--- src/rtl/alu_arbiter_if.sv ---
// Requester, response and shared-ALU signals of alu_arbiter.
// The arbiter uses the slave modport; requesters plus the external ALU use master.
interface alu_arbiter_if #(
  parameter int unsigned WIDTH = 32
) ();
  logic             req0_valid;
  logic             req0_ready;
  logic [2:0]       req0_op;
  logic [WIDTH-1:0] req0_a;
  logic [WIDTH-1:0] req0_b;
  logic             req1_valid;
  logic             req1_ready;
  logic [2:0]       req1_op;
  logic [WIDTH-1:0] req1_a;
  logic [WIDTH-1:0] req1_b;
  logic             rsp0_valid;
  logic             rsp1_valid;
  logic [WIDTH-1:0] rsp_y;
  logic             rsp_zero;
  logic [WIDTH-1:0] alu_a;
  logic [WIDTH-1:0] alu_b;
  logic [2:0]       alu_select;
  logic [WIDTH-1:0] alu_y;
  logic             alu_zero;
  logic             busy;

  modport slave (
    input  req0_valid, req0_op, req0_a, req0_b,
    input  req1_valid, req1_op, req1_a, req1_b,
    input  alu_y, alu_zero,
    output req0_ready, req1_ready,
    output rsp0_valid, rsp1_valid, rsp_y, rsp_zero,
    output alu_a, alu_b, alu_select, busy
  );

  modport master (
    output req0_valid, req0_op, req0_a, req0_b,
    output req1_valid, req1_op, req1_a, req1_b,
    output alu_y, alu_zero,
    input  req0_ready, req1_ready,
    input  rsp0_valid, rsp1_valid, rsp_y, rsp_zero,
    input  alu_a, alu_b, alu_select, busy
  );
endinterface

--- src/rtl/alu_arbiter.sv ---
// Two-requester arbiter in front of one shared combinational ALU, one operation in flight.
// Define ALU_ARBITER_RR_EN for round-robin arbitration; otherwise port 0 has fixed priority.
module alu_arbiter #(
  parameter int unsigned WIDTH   = 32,
  parameter int unsigned MUL_LAT = 2
) (
  input  logic         clk,
  input  logic         rst_n,
  alu_arbiter_if.slave bus
);
  localparam int unsigned CNT_W  = 4;
  localparam logic [2:0]  OP_MUL = 3'b101;

  typedef enum logic [1:0] {
    IDLE = 2'd0,
    EXEC = 2'd1,
    DONE = 2'd2
  } state_t;

  state_t           r_state;
  state_t           w_state_nxt;
  logic [CNT_W-1:0] r_cnt;
  logic [CNT_W-1:0] w_cnt_nxt;
  logic             r_grant;
  logic [2:0]       r_alu_select;
  logic [WIDTH-1:0] r_alu_a;
  logic [WIDTH-1:0] r_alu_b;
  logic [WIDTH-1:0] r_rsp_y;
  logic             r_rsp_zero;
  logic             r_rsp0_valid;
  logic             r_rsp1_valid;
  logic             r_busy;

  logic             w_pick;
  logic             w_accept;
  logic             w_capture;
  logic [2:0]       w_op;
  logic [WIDTH-1:0] w_a;
  logic [WIDTH-1:0] w_b;

`ifdef ALU_ARBITER_RR_EN
  logic r_last_grant;

  // On a tie, grant the port that did not win last time.
  always_comb begin
    if (bus.req0_valid && bus.req1_valid) begin
      w_pick = ~r_last_grant;
    end else begin
      w_pick = bus.req1_valid;
    end
  end

  always_ff @(posedge clk or negedge rst_n) begin
    if (!rst_n) begin
      r_last_grant <= 1'b1;
    end else if (w_accept) begin
      r_last_grant <= w_pick;
    end
  end
`else
  always_comb begin
    w_pick = ~bus.req0_valid;
  end
`endif

  // Payload of the port being granted.
  always_comb begin
    w_op = w_pick ? bus.req1_op : bus.req0_op;
    w_a  = w_pick ? bus.req1_a  : bus.req0_a;
    w_b  = w_pick ? bus.req1_b  : bus.req0_b;
  end

  always_ff @(posedge clk or negedge rst_n) begin
    if (!rst_n) begin
      r_state <= IDLE;
      r_cnt   <= '0;
    end else begin
      r_state <= w_state_nxt;
      r_cnt   <= w_cnt_nxt;
    end
  end

  // Next state; ready is gated with rst_n so nothing is granted while in reset.
  always_comb begin
    w_state_nxt = r_state;
    w_cnt_nxt   = r_cnt;
    w_accept    = 1'b0;
    w_capture   = 1'b0;
    unique case (r_state)
      IDLE: begin
        if (rst_n && (bus.req0_valid || bus.req1_valid)) begin
          w_accept    = 1'b1;
          w_state_nxt = EXEC;
          w_cnt_nxt   = (w_op == OP_MUL) ? CNT_W'(MUL_LAT - 1) : '0;
        end
      end
      EXEC: begin
        if (r_cnt == '0) begin
          w_capture   = 1'b1;
          w_state_nxt = DONE;
        end else begin
          w_cnt_nxt = r_cnt - CNT_W'(1);
        end
      end
      DONE: begin
        w_state_nxt = IDLE;
      end
      default: begin
        w_state_nxt = IDLE;
      end
    endcase
  end

  // ALU drive holds the accepted operation only while in EXEC.
  always_ff @(posedge clk or negedge rst_n) begin
    if (!rst_n) begin
      r_grant      <= 1'b0;
      r_alu_select <= '0;
      r_alu_a      <= '0;
      r_alu_b      <= '0;
      r_rsp_y      <= '0;
      r_rsp_zero   <= 1'b0;
      r_rsp0_valid <= 1'b0;
      r_rsp1_valid <= 1'b0;
      r_busy       <= 1'b0;
    end else begin
      r_rsp0_valid <= w_capture & ~r_grant;
      r_rsp1_valid <= w_capture & r_grant;
      r_busy       <= (w_state_nxt != IDLE);
      if (w_accept) begin
        r_grant      <= w_pick;
        r_alu_select <= w_op;
        r_alu_a      <= w_a;
        r_alu_b      <= w_b;
      end else if (w_capture) begin
        r_alu_select <= '0;
        r_alu_a      <= '0;
        r_alu_b      <= '0;
        r_rsp_y      <= bus.alu_y;
        r_rsp_zero   <= bus.alu_zero;
      end
    end
  end

  assign bus.req0_ready = w_accept & ~w_pick;
  assign bus.req1_ready = w_accept & w_pick;
  assign bus.rsp0_valid = r_rsp0_valid;
  assign bus.rsp1_valid = r_rsp1_valid;
  assign bus.rsp_y      = r_rsp_y;
  assign bus.rsp_zero   = r_rsp_zero;
  assign bus.alu_select = r_alu_select;
  assign bus.alu_a      = r_alu_a;
  assign bus.alu_b      = r_alu_b;
  assign bus.busy       = r_busy;

endmodule
--- src/flat_wrapper.sv ---
// flat-port wrapper written by rule: the top's interface ports become plain ports
module alu_arbiter_flat 
#(
  parameter int unsigned WIDTH   = 32,
  parameter int unsigned MUL_LAT = 2
)
  (clk, rst_n, bus_req0_valid, bus_req0_op, bus_req0_a, bus_req0_b, bus_req1_valid, bus_req1_op, bus_req1_a, bus_req1_b, bus_alu_y, bus_alu_zero, bus_req0_ready, bus_req1_ready, bus_rsp0_valid, bus_rsp1_valid, bus_rsp_y, bus_rsp_zero, bus_alu_a, bus_alu_b, bus_alu_select, bus_busy);
  alu_arbiter_if #(.WIDTH(WIDTH)) bus_i ();
  input  logic clk;
  input  logic rst_n;
  input wire logic [$bits(bus_i.req0_valid)-1:0] bus_req0_valid;
  input wire logic [$bits(bus_i.req0_op)-1:0] bus_req0_op;
  input wire logic [$bits(bus_i.req0_a)-1:0] bus_req0_a;
  input wire logic [$bits(bus_i.req0_b)-1:0] bus_req0_b;
  input wire logic [$bits(bus_i.req1_valid)-1:0] bus_req1_valid;
  input wire logic [$bits(bus_i.req1_op)-1:0] bus_req1_op;
  input wire logic [$bits(bus_i.req1_a)-1:0] bus_req1_a;
  input wire logic [$bits(bus_i.req1_b)-1:0] bus_req1_b;
  input wire logic [$bits(bus_i.alu_y)-1:0] bus_alu_y;
  input wire logic [$bits(bus_i.alu_zero)-1:0] bus_alu_zero;
  output wire logic [$bits(bus_i.req0_ready)-1:0] bus_req0_ready;
  output wire logic [$bits(bus_i.req1_ready)-1:0] bus_req1_ready;
  output wire logic [$bits(bus_i.rsp0_valid)-1:0] bus_rsp0_valid;
  output wire logic [$bits(bus_i.rsp1_valid)-1:0] bus_rsp1_valid;
  output wire logic [$bits(bus_i.rsp_y)-1:0] bus_rsp_y;
  output wire logic [$bits(bus_i.rsp_zero)-1:0] bus_rsp_zero;
  output wire logic [$bits(bus_i.alu_a)-1:0] bus_alu_a;
  output wire logic [$bits(bus_i.alu_b)-1:0] bus_alu_b;
  output wire logic [$bits(bus_i.alu_select)-1:0] bus_alu_select;
  output wire logic [$bits(bus_i.busy)-1:0] bus_busy;
  assign bus_i.req0_valid = bus_req0_valid;
  assign bus_i.req0_op = bus_req0_op;
  assign bus_i.req0_a = bus_req0_a;
  assign bus_i.req0_b = bus_req0_b;
  assign bus_i.req1_valid = bus_req1_valid;
  assign bus_i.req1_op = bus_req1_op;
  assign bus_i.req1_a = bus_req1_a;
  assign bus_i.req1_b = bus_req1_b;
  assign bus_i.alu_y = bus_alu_y;
  assign bus_i.alu_zero = bus_alu_zero;
  assign bus_req0_ready = bus_i.req0_ready;
  assign bus_req1_ready = bus_i.req1_ready;
  assign bus_rsp0_valid = bus_i.rsp0_valid;
  assign bus_rsp1_valid = bus_i.rsp1_valid;
  assign bus_rsp_y = bus_i.rsp_y;
  assign bus_rsp_zero = bus_i.rsp_zero;
  assign bus_alu_a = bus_i.alu_a;
  assign bus_alu_b = bus_i.alu_b;
  assign bus_alu_select = bus_i.alu_select;
  assign bus_busy = bus_i.busy;
  alu_arbiter #(.WIDTH(WIDTH), .MUL_LAT(MUL_LAT)) u_core (.clk(clk), .rst_n(rst_n), .bus(bus_i));
endmodule
--- config.mk ---
export PLATFORM = sky130hd
export DESIGN_NAME = alu_arbiter_flat
export DESIGN_NICKNAME = d
export VERILOG_FILES = /design/src/rtl/alu_arbiter_if.sv /design/src/rtl/alu_arbiter.sv /design/src/flat_wrapper.sv
export SDC_FILE = /design/constraint.sdc
export NUM_CORES = 1
export LEC_CHECK = 0
export CELL_PAD_IN_SITES_DETAIL_PLACEMENT = 0
export CELL_PAD_IN_SITES_GLOBAL_PLACEMENT = 1
export CORE_MARGIN = 5
export CORE_UTILIZATION = 29
export CTS_CLUSTER_DIAMETER = 80
export DETAILED_ROUTE_END_ITERATION = 8
export PLACE_DENSITY_LB_ADDON = 0.1
export SLEW_MARGIN = 10
export SYNTH_ARGS = -nofsm -noshare
export SYNTH_HDL_FRONTEND = slang
export SYNTH_SLANG_ARGS = --single-unit
--- constraint.sdc ---
create_clock -name clk -period 2.7 [get_ports clk]
set_input_delay 0.81 -clock clk [delete_from_list [all_inputs] [get_ports clk]]
set_output_delay 0.81 -clock clk [all_outputs]
set_load 0.01 [all_outputs]
Word level (Yosys, flattened, before mapping)
Cells that the tools add are included.
{ "totals": {"register_bits": 110, "in_bits": 171, "out_inout_bits": 105, "wordCells": 51} }
{ "op_classes": {"addsub": 1, "eq_ne": 4, "mux": 19, "bitwise_logic": 7, "reduce_logical": 9} }
{ "ops": {"columns": ["operator", "n"], "rows": [
  ["$mux 32", 5],
  ["$mux 3", 3],
  ["$mux 4", 2],
  ["$pmux 4 s2", 1],
  ["$reduce_bool 2->1", 3],
  ["$mux 1", 5],
  ["$and 1x1->1", 4],
  ["$logic_not 4->1", 1],
  ["$mux 2", 2],
  ["$pmux 2 s2", 1],
  ["$sub 4x1->4 const B", 1],
  ["$eq 3x3->1 const B", 1],
  ["$not 1->1", 3],
  ["$reduce_and 3->1", 1],
  ["$eq 2x1->1 const B", 1],
  ["$logic_not 2->1", 1],
  ["$ne 2x1->1 const B", 1],
  ["$ne 2x2->1 const B", 1],
  ["$reduce_and 2->1", 1],
  ["$logic_and 1x1->1", 1],
  ["$logic_or 1x1->1", 1]
]} }

Longest topological paths before layout
{ "depth": {"depth_word": 6, "ltp_mapped": 8, "mapped_depth_nobuf": 6} }

Worst setup path before layout
Ideal clock, no wire load.
{ "synth_path": {"kind": "in2out", "start": "input port rst_n", "end": "output port bus_req1_ready", "arrival_ns": 1.717, "t_required_ns": 1.890, "setup_slack_ns": 0.173, "path_stages": 4, "n_path_buf": 1, "cell_sequence": "or3b_1 > or2_1 > buf_2 > nor2_1"} }
{ "synth_between": {"elab_chain_cells": 4} }
{ "synth_rtl": {"columns": ["element", "line", "source"], "rows": [
  ["start: declaration", "flat_wrapper.sv:10", "input logic rst_n;"],
  ["$logic_and 1x1->1", "alu_arbiter.sv:91", "if (rst_n && (bus.req0_valid || bus.req1_valid)) begin"],
  ["$mux 1", "alu_arbiter.sv:91", null],
  ["$mux 1", "alu_arbiter.sv:89", "unique case (r_state)"],
  ["$and 1x1->1", "alu_arbiter.sv:146", "assign bus.req1_ready = w_accept & w_pick;"],
  ["end: declaration", "flat_wrapper.sv:22", "output wire logic [$bits(bus_i.req1_ready)-1:0] bus_req1_ready;"]
]} }
No other way between the ends.

Worst setup path after layout
{ "layout_path": {"start": "input port bus_req1_valid", "end": "output port bus_req0_ready"} }
{ "layout_between": {"elab_chain_cells": 5} }
{ "layout_rtl": {"columns": ["element", "line", "source"], "rows": [
  ["start: declaration", "flat_wrapper.sv:15", "input wire logic [$bits(bus_i.req1_valid)-1:0] bus_req1_valid;"],
  ["$logic_or 1x1->1", "alu_arbiter.sv:91", null],
  ["$logic_and 1x1->1", "alu_arbiter.sv:91", null],
  ["$mux 1", "alu_arbiter.sv:91", null],
  ["$mux 1", "alu_arbiter.sv:89", null],
  ["$and 1x1->1", "alu_arbiter.sv:145", "assign bus.req0_ready = w_accept & ~w_pick;"],
  ["end: declaration", "flat_wrapper.sv:21", "output wire logic [$bits(bus_i.req0_ready)-1:0] bus_req0_ready;"]
]} }
No other way between the ends.

==> metrics.cfg <==
[floorplan]
std_cell_rows = 47
core_um2 = 16400
initial_core_util = 0.292
io_pins = 276
die-area_um2 = 19200
fp.dieH_um = 139
die_x_um = 139

[yosys]
synth-seq-cells = 110
synthesis.nets = 514
syn-cell-area_um2 = 4790
yosys_warnings = 0
yosysUniqueCellTypes = 32
postSynthAreaPerCell_um2 = 14.0
seq_area_frac_synth = 0.575
syn_inst = 341

[setup_path]
reg2reg_depth = 6
critical-path-top-delay-family = buffers and inverters
criticalPathCategory = input port to output port
startpoint_type = input port
critPathArrivalTime_ns = 1.84
critical_path.cell_chain = clkdlybuf4s50_1 > nor2_1 > buf_4 > nor2_2 > and2_1 > buf_6
ff2ff_setup_slack_ns = 0.62
critical_path_buf_inv_count = 3
cpMaxStageDelayCell = clkdlybuf4s50_1
worstSetupPathDepth = 6
critPathMaxStageDelay_ns = 0.46
crit_start = bus_req1_valid
required_ns = 1.89
r2r-end = u_core.bus.rsp_y[4]$_DFFE_PN0P_
crit_path_end_kind = output port
r2r_start = u_core.r_cnt[0]$_DFFE_PN0P_
cp_max_fo = 2

[clock_tree]
numCtsBuffers = 9
path_clk_slew_ns = 0.07
cts_setup_buffers = 0
clk_latency_ns = 0.35
cts-htree-levels = 3
cts_tree = done
clockBufferDepth = 2
cts_root_buf = clkbuf_16
cts.sink_count = 110

[detailed_routing]
drt_iter0_markers = 106
routed_wl_um = 15000
num_vias = 3796
drcViolationCount = 0
viasPerCell = 4.53
ant_nets = 0
first_pass_iters = 4
wire_per_inst_um = 17.9

[finish]
final_cell_mix = clkdlybuf4s50_1 (271), dfrtp_1 (110), mux2i_1 (67), o2bb2ai_1 (67), mux2_2 (33)
synthToLayoutAreaGrowth_pct = 69.0
final_nets = 787
insertedDiodeCount = 0
drive_gt1_frac = 0.117
nFillCells = 1459
final_common_cell = clkdlybuf4s50_1
instances_no_fill = 838
multi_input_area_um2 = 1890
ff_latch_area_um2 = 2750
final_util = 0.493

[global_routing]
antenna_found_initial = 0
track_usage = 0.155
grt_start_max_net_pins = 81
grt_pass1_vias = 4200
grt_overflow = 0
grt_pass1_wl_um = 23900

[timing]
hold_violations = 0
skew_ns = 0.00929
final_max_slew_viol_count = 0
relSlewSlack = 0.317
fin_setup_tns_ns = 0
whs_ns = 0.482
min_period_ns = 2.65
finalCritPeriodShare = 0.981
max_freq_mhz = 378
rsz0062_at_grt = no
worst_pin_slew_ns = 1.02
setup_viol = 0

[power]
ir_drop_mv = 0.489
p_leak_nw = 3.41
pwr_density_cell_nw_per_um2 = 958

[placement]
dp_cells = 823
dpl.hpwl_um = 11300
port-buffer-count = 275
gp_congestion = 0.806

[flow_run]
maxCapViolations = 0

[worst_hold_path]
worstHoldPathType = register to register
hold-path-endpoint = u_core.bus.rsp0_valid$_DFF_PN0_
holdPathStages = 1
min_from = u_core.r_grant$_DFFE_PN0P_

[status]
outcome = finished clean

[timing repair]
item                       4_1_cts  5_1_grt
gates resized for setup         11        4
pin swaps                        0        1
hold buffers                     0        0
setup endpoints to repair        2        1
[Yosys cell counts (all sizes together)]
cell     count  area, um^2
o31ai        1        7.51
nor2         9        52.6
nor3         4        25.0
nor2b        1        6.26
or3b         2        20.0
nand4b       1        8.76
ha           2        25.0
o22ai        1        6.26
mux2        33         372
xor2         2        17.5
a21o         1        7.51
dfrtp      110        2750
nand2        3        11.3
o2bb2ai     67         587
nand3        2        10.0
and3         2        12.5
and2         1        6.26
clkbuf       6        22.5
nor3b        1        7.51
inv          2        7.51
o21ai        1        5.00
buf         20         136
nand2b       1        6.26
or2          1        6.26
mux2i       67         671
[worst max path at each step]
stage	end	slack (ns)
2_1_floorplan	bus_req1_ready	0.17
3_3_place_gp	bus_req1_ready	-0.48
3_5_place_dp	bus_req1_ready	-0.48
4_1_cts	bus_req1_ready	0.006
5_1_grt	bus_req0_ready	0.007
6_report	bus_req0_ready	0.05
[logic make-up (layout without fill, tap and decap cells)]
family                     after synthesis  count (layout)  synth area share
and+or+nand+nor                         28              28            0.0361
adders and majority gates                2               2           0.00522
xor gates and xnor gates                 2               2           0.00366
AOI/OAI and AO/OA                       71              71             0.128
muxes                                  100             100             0.218
buffers and inverters                   28             305            0.0347
DFF                                    110             110             0.575
[final cells by class]
class                      count  share of cell area
timing repair buffer         288               0.355
clock inverter                 6             0.00881
inverter                       2            0.000928
sequential                   110               0.340
multi-input combinational    203               0.233
clock buffer                   9              0.0278
tap                          220              0.0340
[per-stage QoR]
stage / area, um^2 / total power, mW / worst slack (ns)
final: 8090 / 7.76 / 0.0511
after global routing: 8090 / 8.27 / 0.00737
after global placement: 7780 / 6.48 / -0.478
after CTS: 8080 / 7.91 / 0.00615
after detailed placement: 7780 / 6.52 / -0.476
after floorplan: 4790 / 4.43 / 0.173
[layer usage]
| layer | share of wire | track usage |
|---|---|---|
| met1 | 0.40 | 0.189 |
| met2 | 0.49 | 0.261 |
| met3 | 0.091 | 0.0559 |
| met4 | 0.013 | 0.0432 |
| met5 | 0 | 0 |
[report_power, final]
group / internal [mW] / switching [mW]
registers: 2.39 / 0.385
logic: 2.15 / 1.50
clock network: 0.721 / 0.603
[registers in the layout, indices dropped and copies added (netlist names)]
signal / cells
u_core.bus.alu_a: 32
u_core.r_grant: 1
u_core.bus.rsp0_valid: 1
u_core.bus.alu_b: 32
u_core.bus.rsp1_valid: 1
u_core.bus.rsp_y: 32
u_core.r_state: 2
u_core.bus.alu_select: 3
u_core.bus.rsp_zero: 1
u_core.bus.busy: 1
u_core.r_cnt: 4
Power figures use the tool's default switching activity.
